$ cat src/rtl/sync_fifo_write_arbiter.sv
// ============================================================================
// Module   : sync_fifo_write_arbiter
// Purpose  : Round-robin burst arbiter that shares one FIFO write port among
//            N_REQ valid/ready producers and tags each beat with its source.
// Revision : 1.0 - initial release
// ============================================================================
`default_nettype none

module sync_fifo_write_arbiter #(
  parameter int N_REQ      = 4,
  parameter int DATA_WIDTH = 32,
  parameter int MAX_BURST  = 4
) (
  input  logic                             clk_i,
  input  logic                             rst_n_i,
  input  logic [N_REQ-1:0]                 req_valid_i,
  input  logic [N_REQ*DATA_WIDTH-1:0]      req_data_i,
  output logic [N_REQ-1:0]                 req_ready_o,
  input  logic                             fifo_full_i,
  output logic                             fifo_write_o,
  output logic [$clog2(N_REQ)+DATA_WIDTH-1:0] fifo_wr_data_o,
  output logic [$clog2(N_REQ)-1:0]         grant_id_o,
  output logic                             busy_o
);

  localparam int ID_W  = $clog2(N_REQ);
  localparam int CNT_W = $clog2(MAX_BURST + 1);

  typedef enum logic [0:0] {
    S_IDLE  = 1'b0,
    S_BURST = 1'b1
  } state_t;

  state_t           r_state;
  logic [ID_W-1:0]  r_owner;
  logic [ID_W-1:0]  r_last;
  logic [CNT_W-1:0] r_cnt;
  logic             r_busy;

  logic [ID_W-1:0]  w_idx;
  logic [ID_W-1:0]  w_cand;
  logic             w_cand_vld;
  logic [ID_W-1:0]  w_sel;
  logic             w_write;
  logic             w_owner_valid;

  // Wrap-around scan starting just after the last released owner.
  always_comb begin
    w_idx      = '0;
    w_cand     = '0;
    w_cand_vld = 1'b0;
    for (int k = 1; k <= N_REQ; k++) begin
      w_idx = ID_W'((int'(r_last) + k) % N_REQ);
      if (!w_cand_vld && req_valid_i[w_idx]) begin
        w_cand_vld = 1'b1;
        w_cand     = w_idx;
      end
    end
  end

  assign w_owner_valid = req_valid_i[r_owner];

  // Write is gated by reset so an asserted reset silences the port instantly.
  always_comb begin
    w_write = 1'b0;
    w_sel   = r_owner;
    case (r_state)
      S_IDLE: begin
        if (w_cand_vld && !fifo_full_i && rst_n_i) begin
          w_write = 1'b1;
          w_sel   = w_cand;
        end
      end
      S_BURST: begin
        if (w_owner_valid && !fifo_full_i && rst_n_i) begin
          w_write = 1'b1;
        end
      end
      default: begin
        w_write = 1'b0;
      end
    endcase
  end

  assign fifo_write_o   = w_write;
  assign req_ready_o    = w_write ? (N_REQ'(1) << w_sel) : '0;
  assign fifo_wr_data_o = {w_sel, req_data_i[int'(w_sel)*DATA_WIDTH +: DATA_WIDTH]};
  assign grant_id_o     = r_owner;
  assign busy_o         = r_busy;

  always_ff @(posedge clk_i or negedge rst_n_i) begin
    if (!rst_n_i) begin
      r_state <= S_IDLE;
      r_owner <= '0;
      r_last  <= ID_W'(N_REQ - 1);
      r_cnt   <= '0;
      r_busy  <= 1'b0;
    end else begin
      case (r_state)
        S_IDLE: begin
          if (w_write) begin
            r_owner <= w_cand;
            r_cnt   <= CNT_W'(1);
            if (MAX_BURST == 1) begin
              r_last <= w_cand;
            end else begin
              r_state <= S_BURST;
              r_busy  <= 1'b1;
            end
          end
        end
        S_BURST: begin
          // A dropped valid releases with a one-cycle bubble; full only stalls.
          if (!w_owner_valid) begin
            r_last  <= r_owner;
            r_state <= S_IDLE;
            r_busy  <= 1'b0;
          end else if (!fifo_full_i) begin
            r_cnt <= r_cnt + CNT_W'(1);
            if (r_cnt == CNT_W'(MAX_BURST - 1)) begin
              r_last  <= r_owner;
              r_state <= S_IDLE;
              r_busy  <= 1'b0;
            end
          end
        end
        default: begin
          r_state <= S_IDLE;
          r_busy  <= 1'b0;
        end
      endcase
    end
  end

endmodule

`default_nettype wire

$ cat config.mk
export PLATFORM = sky130hd
export DESIGN_NAME = sync_fifo_write_arbiter
export DESIGN_NICKNAME = d
export VERILOG_FILES = /design/src/rtl/sync_fifo_write_arbiter.sv
export SDC_FILE = /design/constraint.sdc
export NUM_CORES = 1
export LEC_CHECK = 0
export ABC_CLOCK_PERIOD_IN_PS = 7900
export CAP_MARGIN = 20
export CORE_AREA = 2 2 86 68
export CTS_CLUSTER_SIZE = 40
export DETAILED_ROUTE_END_ITERATION = 8
export DIE_AREA = 0 0 88 70
export GPL_TIMING_DRIVEN = 0
export MAX_ROUTING_LAYER = met4
export PLACE_DENSITY = 0.86
export SLEW_MARGIN = 10
export SYNTH_ARGS = -nofsm -noshare
export SYNTH_HDL_FRONTEND = slang
export SYNTH_SLANG_ARGS = --single-unit
$ cat constraint.sdc
create_clock -name clk_i -period 7.9 [get_ports clk_i]
set_input_delay 1.975 -clock clk_i [delete_from_list [all_inputs] [get_ports clk_i]]
set_output_delay 1.975 -clock clk_i [all_outputs]
set_load 0.05 [all_outputs]
==> results of run 1 <==
power by group:
group	internal [mW]	switching, mW
clock network	0.0344	0.0184
logic	0.499	0.926
registers	0.0718	0.0226
per-layer routing:
metal,GRT usage [%],vias up
li1,-,1227
met1,25.9,1184
met2,43.0,150
met3,5.32,14
met4,6.67,0
met5,-,-
worst max-delay path: cells and delay by family:
| family | cells | cell delay [ns] |
|---|---|---|
| buffers and inverters | 4 | 2.23 |
| and+or+nand+nor | 2 | 0.57 |
| muxes | 1 | 0.49 |
| AOI/OAI and AO/OA | 1 | 0.19 |
cells in the final DEF (no fill, tap or decap), drive strengths merged, types with 6 or more instances in the layout:
master         Yosys  layout
dfrtp              7       7
nand2            101     101
nor2               8       8
clkbuf             8      11
clkdlybuf4s50      0     176
a21oi             35      35
nand2b             6       6
inv                6       6
buf               13      13
a32oi             32      32
sequential cells by signal (all words and copies together), names as in the netlist:
name	cells
grant_id_o	2
r_cnt	3
r_last	2
r_state	1
busy_o	1
through the flow:
stage	std cells	util [%]	instance area [um^2]	total power, mW
after floorplan	243	-	1540	1.04
after global placement	497	62.6	3400	1.50
after detailed placement	497	62.6	3400	1.52
after CTS	501	63.4	3450	1.58
after global routing	501	63.4	3450	1.66
final	501	63.4	3450	1.57
Yosys cell counts, drive strengths merged (2+ instances only):
cell type    n  area share [%]
nand2      101              25
or2          3             1.2
a32oi       32              18
inv          6             1.5
dfrtp        7              11
nand2b       6             2.4
a21boi       2            0.97
dfstp        2             3.4
a21oi       35              11
mux2         2             1.5
buf         13             8.2
nor2         8             1.9
nor3b        2            0.97
nand3        3            0.97
clkbuf       8             1.9
ha           2             1.6
nor3         2            0.65
logic make-up after synthesis:
| kind of cell | Yosys count |
|---|---|
| DFF | 9 |
| AOI/OAI and AO/OA | 73 |
| and+or+nand+nor | 128 |
| buffers and inverters | 27 |
| adders and majority gates | 2 |
| muxes | 4 |
cell type report:
type | count | area [um^2]
well taps | 78 | 97.6
plain buffers | 21 | 156
clock buffers | 3 | 41.3
repair buffers | 176 | 1760
multi-input cells | 207 | 1140
inverters | 6 | 22.5
fillers | 515 | 1990
clock inverters | 1 | 5.00
flip-flops and latches | 9 | 228
final timing paths:
check	start	to	depth (start not counted)
min in group asynchronous	rst_n_i	r_state	1
max reg2reg	r_state	grant_id_o[1]	5
min	r_cnt[0]	r_cnt[0]	1
max	rst_n_i	fifo_wr_data_o[15]	8
max in group asynchronous	rst_n_i	r_last[1]	1
min reg2reg	r_cnt[0]	r_cnt[0]	1
==> run_results.csv, run 1 <==
group,metric,value,unit
routing,drcViolationCount,0,
cts,htreeDepth,1,
floorplan,die_y,70,um
setup_path,rrSetupSlack,5.80,ns
timing,finalWorstSetupSlack,0.455,ns
synth,yosys.area_share.adder,1.62,%
timing,worst_slew_pin_slew,0.551,ns
floorplan,start_util,28.4,%
timing,rsz0062_at_grt,"false",
global_routing,grt_pass1_wl,11500,um
cts,cts_buffer_depth,2,
timing,finalSetupViolCount,0,
cts,cts_tree,"yes",
setup_path,crit_top_cell,"clkdlybuf4s50_1",
floorplan,dieArea,6160,um^2
synth,ys_warn_count,0,
final_layout,diodes,0,
cts,cts.clk_slew.worst_paths,0.04,ns
timing,tns,0,ns
routing,first_pass_iters,6,
timing,drv_slew,0,
routing,num_vias,2575,
timing,fmax,134,MHz
setup_path,cpPeakStageDelay,0.75,ns
synth,synth_compound_area_share,33.7,%
final_layout,area_growth_syn_to_layout,124,%
placement,pre_cts_slack,0.442,ns
synth,synth_flop_cell,"dfrtp_1",
synth,synth_area,1540,um^2
synth,synth_edf_count,0,
global_routing,antenna_found_initial,0,
timing,min_period_over_period,94.2,%
synth,avgSynthCellArea,6.35,um^2
timing,hold_viol,0,
synth,ys_seq_elements,9,
setup_path,slowest_stage,"clkdlybuf4s50_1",
placement,hpwl,6100,um
setup_path,required,5.93,ns
timing,worst_hold_slack,0.495,ns
floorplan,rows,24,
cts,cts_resized,0,
pwr,ir_drop,0.000235,V
setup_path,criticalPathCategory,"in2out",
final_layout,drive_gt1_share,6.86,%
run,drv_cap,0,
setup_path,crit_arrival,5.47,ns
timing,slew_headroom,62.9,%
routing,viasPerCell,5.14,
cts,clk_latency,0.23,ns
synth,synth-simple-area-share,34.8,%
synth,synth_nets,380,
setup_path,critPathLaunchType,"input pin",
global_routing,grt_usage,23.8,%
outcome,status,"finished, final reports clean",
cts,cts_buffers,3,
routing,wl_met2,3760,um
setup_path,worstPathCellList,"clkdlybuf4s50_1 > nand2b_1 > nor3_1 > mux2i_1 > buf_2 > clkbuf_1 > a32oi_1 > clkdlybuf4s50_1",
placement,place.gp.congestion,0.836,
synth,ys_seq_area_share,14.8,%
hold_path,hold_class,"reg2reg",
placement,numPortBuffers,176,
timing,fin_skew,0.000399,ns
routing,final_antenna_net_count,0,
routing,drtIter0Drc,133,
cts,clockRootBuffer,"clkbuf_8",
routing,wl_met1,2980,um
global_routing,gr-total-overflow,0,
cts,cts_sinks,9,
timing,min_period,7.45,ns
synth,synth_top_family_by_area,"simple AND/OR/NAND/NOR gates",
setup_path,worst-path-max-fanout,10,
cts,cts_hold_buf,0,
global_routing,first_global_vias,2573,
floorplan,die_w,88,um
final_layout,layout.nets,561,
setup_path,cp-end-kind,"primary output",
global_routing,grt_max_degree,11,
floorplan,floorplan.io_pins,177,
floorplan,core-area,5440,um^2
pwr,p_per_area,456,nW/um^2
routing,wirelength,7550,um
routing,wl_per_cell,15.1,um
synth,synthMuxAreaShare,3.57,%
routing,highest_layer,"met4",
synth,ys_types,30,
synth,synthCells,243,
synth,synth-xor-area-share,0,%
routing,wl_met3,726,um
synth,async_flop_share,100,%
pwr,p_leak,1.33,nW
cts,cts_setup_buffers,0,
Power figures use the tool's default switching activity.
==> run 2: changes to the inputs <==
Settings changed: TNS_END_PERCENT from default to 20.
==> results of run 2 <==
Final layout, timing and power as in run 1 (identical DEF).
